## config.mk

```make
export PLATFORM = sky130hd
export DESIGN_NAME = fpu_mul_arbiter
export DESIGN_NICKNAME = d
export VERILOG_FILES = /design/src/rtl/fpu_pkg.sv /design/src/rtl/fpu_rr_arbiter.sv /design/src/rtl/fpu_sp_multiplier.sv /design/src/rtl/fpu_mul_arbiter.sv
export SDC_FILE = /design/constraint.sdc
export NUM_CORES = 2
export LEC_CHECK = 0
export BUFFER_PORTS_ARGS = -buffer_cell sky130_fd_sc_hd__clkbuf_2
export CAP_MARGIN = 5
export CORE_MARGIN = 2
export CORE_UTILIZATION = 45
export DETAILED_ROUTE_END_ITERATION = 7
export PLACE_DENSITY = 0.68
export SLEW_MARGIN = 20
export SYNTH_ARGS = -nofsm -noshare
export SYNTH_HDL_FRONTEND = slang
export SYNTH_HIERARCHICAL = 1
export SYNTH_SLANG_ARGS = --single-unit
export TNS_END_PERCENT = 50
```

## constraint.sdc

```tcl
create_clock -name clk -period 12.3 [get_ports clk]
set_clock_uncertainty 0.1 [all_clocks]
set_input_delay 1.845 -clock clk [delete_from_list [all_inputs] [get_ports clk]]
set_output_delay 1.845 -clock clk [all_outputs]
set_load 0.01 [all_outputs]
```

## src/rtl/fpu_pkg.sv

```systemverilog
`default_nettype none
// ============================================================================
// Module   : fpu_pkg
// Brief    : Shared constants and types for the shared FPU unit wrappers.
// Revision : 1.0 - initial release
// ============================================================================
package fpu_pkg;

  localparam int FP_WIDTH = 32;
  localparam int FP_EXP_W = 8;
  localparam int FP_BIAS  = 127;

  typedef enum logic [1:0] {
    IDLE = 2'd0,
    EXEC = 2'd1,
    RESP = 2'd2
  } arb_state_t;

endpackage
`default_nettype wire

```

## src/rtl/fpu_rr_arbiter.sv

```systemverilog
`default_nettype none
// ============================================================================
// Module   : fpu_rr_arbiter
// Brief    : Combinational round-robin pick, searching upward from last+1.
// Revision : 1.0 - initial release
// ============================================================================
module fpu_rr_arbiter #(
  parameter  int NREQ = 4,
  localparam int IDW  = $clog2(NREQ)
) (
  input  logic [NREQ-1:0] req,
  input  logic [IDW-1:0]  last,
  output logic [NREQ-1:0] grant_onehot,
  output logic [IDW-1:0]  grant_id
);

  logic [IDW-1:0] w_idx;

  // Walk the search order backwards so the nearest requester after 'last' wins.
  always_comb begin
    grant_onehot = '0;
    grant_id     = '0;
    w_idx        = '0;
    for (int k = NREQ; k >= 1; k--) begin
      w_idx = IDW'((int'(last) + k) % NREQ);
      if (req[w_idx]) begin
        grant_onehot        = '0;
        grant_onehot[w_idx] = 1'b1;
        grant_id            = w_idx;
      end
    end
  end

endmodule
`default_nettype wire

```

## src/rtl/fpu_sp_multiplier.sv

```systemverilog
`default_nettype none
// ============================================================================
// Module   : fpu_sp_multiplier
// Brief    : Combinational IEEE-754 multiply; truncating, flush-to-zero, no NaN.
// Revision : 1.0 - initial release
// ============================================================================
module fpu_sp_multiplier import fpu_pkg::*; #(
  parameter int WIDTH = FP_WIDTH
) (
  input  logic [WIDTH-1:0] i_a,
  input  logic [WIDTH-1:0] i_b,
  output logic [WIDTH-1:0] o_result,
  output logic             o_overflow,
  output logic             o_underflow
);

  localparam int MAN_W   = WIDTH - 1 - FP_EXP_W;
  localparam int PROD_W  = 2 * (MAN_W + 1);
  localparam int EXP_MAX = (1 << FP_EXP_W) - 1;

  logic                w_sign;
  logic [FP_EXP_W-1:0] w_exp_a;
  logic [FP_EXP_W-1:0] w_exp_b;
  logic [PROD_W-1:0]   w_prod;
  logic                w_norm;
  logic [MAN_W-1:0]    w_man;
  logic                w_unused_lsbs;
  int                  w_exp_i;

  assign w_sign  = i_a[WIDTH-1] ^ i_b[WIDTH-1];
  assign w_exp_a = i_a[WIDTH-2 -: FP_EXP_W];
  assign w_exp_b = i_b[WIDTH-2 -: FP_EXP_W];
  assign w_prod  = PROD_W'({1'b1, i_a[MAN_W-1:0]}) * PROD_W'({1'b1, i_b[MAN_W-1:0]});
  assign w_norm  = w_prod[PROD_W-1];
  assign w_man   = w_norm ? w_prod[PROD_W-2 -: MAN_W] : w_prod[PROD_W-3 -: MAN_W];
  assign w_unused_lsbs = ^w_prod[MAN_W-1:0];

  // Zero/denormal inputs flush to signed zero; inf/NaN inputs give signed infinity.
  always_comb begin
    w_exp_i     = int'(w_exp_a) + int'(w_exp_b) - FP_BIAS + int'(w_norm);
    o_result    = {w_sign, w_exp_i[FP_EXP_W-1:0], w_man};
    o_overflow  = 1'b0;
    o_underflow = 1'b0;
    if (w_exp_a == '0 || w_exp_b == '0) begin
      o_result = {w_sign, {(WIDTH-1){1'b0}}};
    end else if (w_exp_a == FP_EXP_W'(EXP_MAX) || w_exp_b == FP_EXP_W'(EXP_MAX)) begin
      o_result = {w_sign, {FP_EXP_W{1'b1}}, {MAN_W{1'b0}}};
    end else if (w_exp_i >= EXP_MAX) begin
      o_result   = {w_sign, {FP_EXP_W{1'b1}}, {MAN_W{1'b0}}};
      o_overflow = 1'b1;
    end else if (w_exp_i <= 0) begin
      o_result    = {w_sign, {(WIDTH-1){1'b0}}};
      o_underflow = 1'b1;
    end
  end

endmodule
`default_nettype wire

```

## src/rtl/fpu_mul_arbiter.sv

```systemverilog
`default_nettype none
// ============================================================================
// Module   : fpu_mul_arbiter
// Brief    : Round-robin sharing of one single-precision multiplier among NREQ.
// Revision : 1.0 - initial release
// ============================================================================
module fpu_mul_arbiter import fpu_pkg::*; #(
  parameter  int WIDTH = FP_WIDTH,
  parameter  int NREQ  = 4,
  localparam int IDW   = $clog2(NREQ)
) (
  input  logic                  clk,
  input  logic                  rst,
  input  logic [NREQ-1:0]       req_valid,
  output logic [NREQ-1:0]       req_ready,
  input  logic [NREQ*WIDTH-1:0] req_a,
  input  logic [NREQ*WIDTH-1:0] req_b,
  output logic                  rsp_valid,
  input  logic                  rsp_ready,
  output logic [IDW-1:0]        rsp_id,
  output logic [WIDTH-1:0]      rsp_result,
  output logic                  rsp_overflow,
  output logic                  rsp_underflow,
  output logic                  busy
);

  arb_state_t       r_state_q, w_state_d;
  logic [IDW-1:0]   r_last_q, w_last_d;
  logic [IDW-1:0]   r_id_q, w_id_d;
  logic [WIDTH-1:0] r_a_q, w_a_d;
  logic [WIDTH-1:0] r_b_q, w_b_d;
  logic [WIDTH-1:0] r_res_q, w_res_d;
  logic             r_ovf_q, w_ovf_d;
  logic             r_unf_q, w_unf_d;
  logic [NREQ-1:0]  w_grant_onehot;
  logic [IDW-1:0]   w_grant_id;
  logic [WIDTH-1:0] w_mul_res;
  logic             w_mul_ovf;
  logic             w_mul_unf;
  logic             w_any_req;

  assign w_any_req = |req_valid;

  fpu_rr_arbiter #(.NREQ(NREQ)) u_rr (
    .req          (req_valid),
    .last         (r_last_q),
    .grant_onehot (w_grant_onehot),
    .grant_id     (w_grant_id)
  );

  fpu_sp_multiplier #(.WIDTH(WIDTH)) u_mul (
    .i_a         (r_a_q),
    .i_b         (r_b_q),
    .o_result    (w_mul_res),
    .o_overflow  (w_mul_ovf),
    .o_underflow (w_mul_unf)
  );

  always_ff @(posedge clk) begin
    if (rst) begin
      r_state_q <= IDLE;
      r_last_q  <= IDW'(NREQ - 1);
      r_id_q    <= '0;
      r_a_q     <= '0;
      r_b_q     <= '0;
      r_res_q   <= '0;
      r_ovf_q   <= 1'b0;
      r_unf_q   <= 1'b0;
    end else begin
      r_state_q <= w_state_d;
      r_last_q  <= w_last_d;
      r_id_q    <= w_id_d;
      r_a_q     <= w_a_d;
      r_b_q     <= w_b_d;
      r_res_q   <= w_res_d;
      r_ovf_q   <= w_ovf_d;
      r_unf_q   <= w_unf_d;
    end
  end

  always_comb begin
    w_state_d = r_state_q;
    case (r_state_q)
      IDLE:    if (w_any_req) w_state_d = EXEC;
      EXEC:    w_state_d = RESP;
      RESP:    if (rsp_ready) w_state_d = IDLE;
      default: w_state_d = IDLE;
    endcase
  end

  always_comb begin
    w_last_d = r_last_q;
    w_id_d   = r_id_q;
    w_a_d    = r_a_q;
    w_b_d    = r_b_q;
    w_res_d  = r_res_q;
    w_ovf_d  = r_ovf_q;
    w_unf_d  = r_unf_q;
    if (r_state_q == IDLE && w_any_req) begin
      w_last_d = w_grant_id;
      w_id_d   = w_grant_id;
      w_a_d    = req_a[int'(w_grant_id)*WIDTH +: WIDTH];
      w_b_d    = req_b[int'(w_grant_id)*WIDTH +: WIDTH];
    end
    if (r_state_q == EXEC) begin
      w_res_d = w_mul_res;
      w_ovf_d = w_mul_ovf;
      w_unf_d = w_mul_unf;
    end
  end

  // Ready is held low during reset so a requester never sees a dropped accept.
  always_comb begin
    req_ready = '0;
    if (r_state_q == IDLE && !rst) req_ready = w_grant_onehot;
    rsp_valid = (r_state_q == RESP);
    busy      = (r_state_q != IDLE);
  end

  assign rsp_id        = r_id_q;
  assign rsp_result    = r_res_q;
  assign rsp_overflow  = r_ovf_q;
  assign rsp_underflow = r_unf_q;

endmodule
`default_nettype wire

```

Yosys cells after proc, flatten, opt, wreduce, memory -nomap -nowiden
Index checks and enable logic that the tools add are counted.
{"block": "word_totals", "ff_bits": 104, "in_bits": 263, "output_inout_bits": 42, "word_cells": 90}
{"block": "classes", "add_sub_neg": 7, "mul": 1, "magnitude_cmp": 10, "eq_ne": 6, "n_shift": 2, "muxes": 40, "bitwise": 1, "n_reduce_logical": 15}
{"operator": "indexed part select 128 x 8 -> 32 bit", "count": 2}
{"operator": "two-way mux 31 bit", "count": 4}
{"operator": "multiplier 24 x 24 -> 48 bit", "count": 1}
{"operator": "adder 32 x 2 -> 32 bit", "count": 1}
{"operator": ">= comparator 32 x 9 -> 1 bit (second input constant)", "count": 1}
{"operator": "<= comparator 32 x 1 -> 1 bit (second input constant)", "count": 1}
{"operator": "subtractor 32 x 8 -> 32 bit (second input constant)", "count": 1}
{"operator": "two-way mux 23 bit", "count": 1}
{"operator": "two-way mux 4 bit", "count": 5}
{"operator": "== test 8 bit (second input constant)", "count": 2}
{"operator": "logical NOT 8 bit", "count": 2}
{"operator": "two-way mux 1 bit", "count": 15}
{"operator": "less-than comparator 2 x 3 -> 1 bit (second input constant)", "count": 4}
{"operator": "two-way mux 2 bit", "count": 6}
{"operator": "adder 8 x 8 -> 9 bit", "count": 1}
{"operator": "binary-select mux 1 bit (select 2 bit)", "count": 4}
{"operator": "demux 1 bit (select 2 bit)", "count": 4}
{"operator": ">= comparator 2 x 1 -> 1 bit (second input constant)", "count": 4}
{"operator": "logical AND 1 bit", "count": 6}
{"operator": "one-hot mux 2 bit (3 select lines)", "count": 1}
{"operator": "adder 2 x 1 -> 2 bit (second input constant)", "count": 2}
{"operator": "adder 2 bit (second input constant)", "count": 2}
{"operator": "OR reduction 4 bit", "count": 1}
{"operator": "== test 2 x 1 -> 1 bit (second input constant)", "count": 1}
{"operator": "other kinds (9)", "count": 10}

Longest topological paths before layout
{"block": "logic_depth", "ltp_word": 10, "mapped_depth": 40, "depth_no_buf": 36}

Cells and area by module
Netlist, hierarchy kept.
{"module": "fpu_sp_multiplier", "n_inst": 1, "cells_per_inst": 2299, "area_each_um2": 19715.2}
{"module": "fpu_mul_arbiter", "n_inst": 1, "cells_per_inst": 549, "area_each_um2": 5410.2}
{"module": "fpu_rr_arbiter", "n_inst": 1, "cells_per_inst": 61, "area_each_um2": 494.2}

Least setup slack after synthesis
Ideal clock, no wire load.
{"block": "synth_path", "path_type": "register to register", "from": "register r_a_q[13]", "to": "register r_res_q[22] (netlist: rsp_result[22])", "t_arrival_ns": 9.226, "required_ns": 12.130, "path_slack_ns": 2.904, "path_stages_with_launch": 40, "synth_period_minus_slack_ns": 9.396, "path_cell_list": "dfxtp_1 -> clkbuf_1 -> nand2_1 -> fa_1 -> inv_1 -> fa_1 -> inv_1 -> fa_1 -> inv_1 -> fa_1 -> inv_1 -> fa_1 -> inv_1 -> fa_1 -> inv_1 -> fa_1 -> inv_1 -> ha_1 -> [4 not listed] -> nor4b_1 -> o221ai_1 -> xor2_1 -> inv_1 -> buf_2 -> ha_1 -> ha_1 -> nor2b_1 -> and2_1 -> nand3_1 -> mux2i_1 -> o32a_1 -> o32ai_1 -> or3_1 -> buf_6 -> a2111oi_4 -> nand2_1 -> a21oi_1"}
{"block": "synth_between", "elab_chain_cells": 7}
{"element": "from (decl)", "line_no": "fpu_mul_arbiter.sv:30", "text": "logic [WIDTH-1:0] r_a_q, w_a_d;"}
{"element": "from (signal assigned)", "line_no": "fpu_mul_arbiter.sv:73", "text": "r_a_q <= w_a_d;"}
{"element": "multiplier 24 x 24 -> 48 bit *", "line_no": "fpu_sp_multiplier.sv:33", "text": "assign w_prod = PROD_W'({1'b1, i_a[MAN_W-1:0]}) * PROD_W'({1'b1, i_b[MAN_W-1:0]});"}
{"element": "adder 32 x 2 -> 32 bit", "line_no": "fpu_sp_multiplier.sv:40", "text": "w_exp_i = int'(w_exp_a) + int'(w_exp_b) - FP_BIAS + int'(w_norm);"}
{"element": "<= comparator 32 x 1 -> 1 bit", "line_no": "fpu_sp_multiplier.sv:51", "text": "end else if (w_exp_i <= 0) begin"}
{"element": "two-way mux 31 bit", "line_no": "fpu_sp_multiplier.sv:51"}
{"element": "two-way mux 31 bit *", "line_no": "fpu_sp_multiplier.sv:48", "text": "end else if (w_exp_i >= EXP_MAX) begin"}
{"element": "two-way mux 31 bit *", "line_no": "fpu_sp_multiplier.sv:46", "text": "end else if (w_exp_a == FP_EXP_W'(EXP_MAX) || w_exp_b == FP_EXP_W'(EXP_MAX)) begin"}
{"element": "two-way mux 31 bit *", "line_no": "fpu_sp_multiplier.sv:44", "text": "if (w_exp_a == '0 || w_exp_b == '0) begin"}
{"element": "via w_mul_res[22]", "line_no": "fpu_mul_arbiter.sv:37", "text": "logic [WIDTH-1:0] w_mul_res;"}
{"element": "to (signal assigned)", "line_no": "fpu_mul_arbiter.sv:75", "text": "r_res_q <= w_res_d;"}
{"element": "to (decl)", "line_no": "fpu_mul_arbiter.sv:32", "text": "logic [WIDTH-1:0] r_res_q, w_res_d;"}
Mark *: on every way through the listed nets, which the timed path passes. The rest lies on a longest branch.
A chain may end at the register's enable or synchronous reset.

Worst setup path in the final report
{"block": "layout_path", "from": "register r_b_q[3]", "to": "register r_res_q[22] (netlist: rsp_result[22])"}
{"block": "layout_between", "elab_chain_cells": 7}
{"element": "from (decl)", "line_no": "fpu_mul_arbiter.sv:31", "text": "logic [WIDTH-1:0] r_b_q, w_b_d;"}
{"element": "from (signal assigned)", "line_no": "fpu_mul_arbiter.sv:74", "text": "r_b_q <= w_b_d;"}
{"element": "multiplier 24 x 24 -> 48 bit *", "line_no": "fpu_sp_multiplier.sv:33"}
{"element": "adder 32 x 2 -> 32 bit", "line_no": "fpu_sp_multiplier.sv:40"}
{"element": "<= comparator 32 x 1 -> 1 bit", "line_no": "fpu_sp_multiplier.sv:51"}
{"element": "two-way mux 31 bit", "line_no": "fpu_sp_multiplier.sv:51"}
{"element": "two-way mux 31 bit *", "line_no": "fpu_sp_multiplier.sv:48"}
{"element": "two-way mux 31 bit *", "line_no": "fpu_sp_multiplier.sv:46"}
{"element": "two-way mux 31 bit *", "line_no": "fpu_sp_multiplier.sv:44"}
{"element": "via w_mul_res[22]", "line_no": "fpu_mul_arbiter.sv:37"}
Marked as above.

==> results by group <==
Setup path
  • Arrival time reported for the critical path endpoint: 11350 ps
  • Worst path slowest cell: sky130_fd_sc_hd__dfxtp_1
  • Slowest cell delay on critical path: 1030 ps
  • WP data required: 12510 ps
  • R2R cell count: 37
  • Largest fanout on the critical path: 24
  • CP Class: register to register
  • Most used cell, CP: sky130_fd_sc_hd__inv_1
  • Critical path endpoint category: register
  • Kind of start point of the critical path: register

Die
  • Row cnt: 87
  • Overall die width: 243 µm
  • Vert. Die Dim: 243 µm
  • IO Pins: a little over 300
  • Full die area: between 0.05 and 0.06 mm²
  • Floorplan core area: 0.0564 mm²
  • Starting density of the core: a little under half

Synthesis
  • Flip-flop cell with the highest count after synthesis: sky130_fd_sc_hd__dfxtp_1
  • Largest family of logic cells by synthesized area: adder cells
  • Simple-gate portion of the synthesized area: between 10% and 20%
  • Portion of the post-synthesis area used by sequential elements: 8.13%
  • Largest area contributor in the synthesized netlist: sky130_fd_sc_hd__fa_1
  • Fraction of synthesized cell area in xor and xnor cells: under 10%
  • Synth top cells by count: sky130_fd_sc_hd__inv_1 (587), sky130_fd_sc_hd__fa_1 (482), sky130_fd_sc_hd__nand2_1 (410)
  • Synth Net Count: 3846
  • Number of enable-type register cells in the synthesized netlist: 0
  • Synthesized flop and latch total: 104
  • Mean Syn Cell Area: 8.81 µm²
  • Adder-cell share of the synthesized area: 47.0%
  • Yosys warnings: 6
  • Top area cells in the synthesized netlist: sky130_fd_sc_hd__fa_1 (38%), sky130_fd_sc_hd__ha_1 (9.4%), sky130_fd_sc_hd__inv_1 (8.6%)
  • Cell with the most instances after synthesis: sky130_fd_sc_hd__inv_1
  • Post-synth ARST share: 0%
  • Count of unique library cells instantiated by Yosys: 77
  • Synthesized cell area: 0.0256 mm²
  • Area share of the largest cell type after synthesis: 37.7%
  • Compound-cell area share of the yosys netlist: 8.55%
  • Post-Syn Instances: 2909
  • Portion of netlist area occupied by mux cells: between 6 and 7%

Timing
  • Transition at the pin with the smallest max-transition slack: 1110 ps
  • Final Hold Violating Endpoints: 0
  • Final-report max-slew violation count: 0
  • Final count of negative-setup-slack endpoints: 0
  • Highest Clock Rate: 0.0898 GHz
  • Minimum clock period: approximately 11000 ps
  • Setup TNS after final layout: 0 ps
  • Tcrit/Tclk final: 90.5%
  • Worst hold margin: 356 ps
  • Tightest slew margin relative to the limit: about a quarter
  • Minimum setup slack in the final design: ~1200 ps
  • Setup repair after global routing missed its margin: false

CTS
  • Largest buffer count on any clock path: 2
  • Later-pin clock latency in the skew report: 380 ps
  • Inserted Clock Buffers: 9
  • Total setup buffers inserted after CTS: 0
  • Clock tree root driver cell: sky130_fd_sc_hd__clkbuf_16
  • Quantity of hold-fixing buffers added after cts: 0
  • CTS tree: built
  • Number of H-tree levels: 3
  • Cts repair resizes: 0
  • Clock edge transition at the registers on the reported setup and hold paths: 80 ps
  • Count of clock tree sinks: 104

Detailed routing
  • Wirelength, routed: 73.7 mm
  • Vias per cell: 5.42
  • Number of nets with antenna violations after routing: 0
  • Number of vias in the routed layout: ~21k
  • Routed wirelength normalized by instance count: 19.0 µm
  • Initial drt markers: around 1.3k
  • Number of detailed-routing iterations run before antenna repair: 5
  • DRC violation count after routing: 0

GRT
  • GRT Total Usage: 26.0%
  • Congestion Overflow GR: 0
  • First-pass GRT wire length: 120 mm
  • Largest net degree at the start of global routing: 72
  • Vias in the first global route: approximately 23k
  • Initial antenna violation count: 1

Placed design
  • HPWL after detailed placement: 60.6 mm
  • Total of buffers placed on input and output ports: 304
  • Number of placed cells counting well taps: 3851
  • Worst setup timing slack at the placement stage: between 1000 and 1500 ps
  • Global placement routability congestion: 0.905

Power
  • Total leakage power: ~14 nW
  • Total power density per cell area: 175 mW/mm²
  • Worst ir drop on vdd: 210 µV

Cells and area
  • Number of fill cells in the layout: 5464
  • Synthesis-to-layout area growth: 9.49%
  • Number of standard cells in the layout, taps in and fillers out: 3868
  • Post-layout utilization of the core: 49.7%
  • Fraction of final layout cells with drive strength greater than 1: 15.2%
  • Nets: 4043

Worst hold path
  • Worst hold path cell count: 2
  • Worst min-delay path class: register to register

Run status
  • Run status: complete, no violations

Flow run
  • Count of max-cap constraint violations: 0
[cells in the final DEF (no fill, tap or decap), drive strengths merged, types with 20 or more instances in the layout]
cell type / netlist / routed
clkbuf: 131 / 313
and2: 224 / 224
mux4: 68 / 68
a21oi: 162 / 162
buf: 39 / 53
nand2: 410 / 410
inv: 587 / 588
a21o: 20 / 20
ha: 192 / 192
dfxtp: 104 / 104
fa: 482 / 482
o21ai: 99 / 99
nand3: 82 / 82
nor2: 79 / 79
[sequential cells by signal, indices dropped and copies added, names as in the netlist]
name,cells
rsp_underflow,1
rsp_overflow,1
r_state_q,2
rsp_result,32
r_last_q,2
r_b_q,32
r_a_q,32
rsp_id,2
[area by class of cell]
class                           count  area, µm²  share of cell area [%]
Multi-Input combinational cell   2046      20600                    73.4
Inverter                          589       2210                    7.88
Sequential cell                   104       2080                    7.42
Timing Repair Buffer              356       1910                    6.82
Tap cell                          756        946                    3.37
Clock buffer                       10        239                   0.852
Clock inverter                      6       76.3                   0.272
Antenna cell                        1       2.50                 0.00892
[through the flow]
step	power (mW)	instance area, µm²
detailed placement	4.60	27700
finish	4.92	28100
floorplan	3.36	25600
CTS	4.94	28000
global route	5.49	28100
global placement	4.57	27700
[power breakdown]
group	internal, mW	switching [mW]	total, mW
Sequential	0.387	0.164	0.550
Combinational	1.57	2.49	4.06
Clock	0.166	0.146	0.313
[worst max-delay path: cells and delay by family, from the launching register on]
family | cells | cell delay (ps)
flops | 1 | 1030
fa+ha+maj | 10 | 4300
simple gates | 9 | 2820
compound gates | 8 | 1940
xor+xnor | 1 | 200
buf+inv | 9 | 620
[routing by layer]
layer	GRT usage, %	share of wire (%)
met5	0	0
met4	12.7	5.4
met3	4.41	6.4
met2	45.1	49
met1	31.3	39
[worst paths after layout]
check	slack, ps	to	from
worst max-delay path	1160	rsp_result[22]$_SDFFE_PP0N_	r_b_q[3]$_SDFFE_PP0P_
worst max register to register	1160	rsp_result[22]$_SDFFE_PP0N_	r_b_q[3]$_SDFFE_PP0P_
worst min register to register	360	rsp_result[14]$_SDFFE_PP0N_	rsp_result[14]$_SDFFE_PP0N_
worst min-delay path	360	rsp_result[14]$_SDFFE_PP0N_	rsp_result[14]$_SDFFE_PP0N_
[logic make-up after synthesis]
logic type / after synthesis
flops: 104
simple gates: 893
buf+inv: 759
compound gates: 364
fa+ha+maj: 674
xor+xnor: 31
mux: 84
Note: power is estimated with default switching activity, not from simulation.
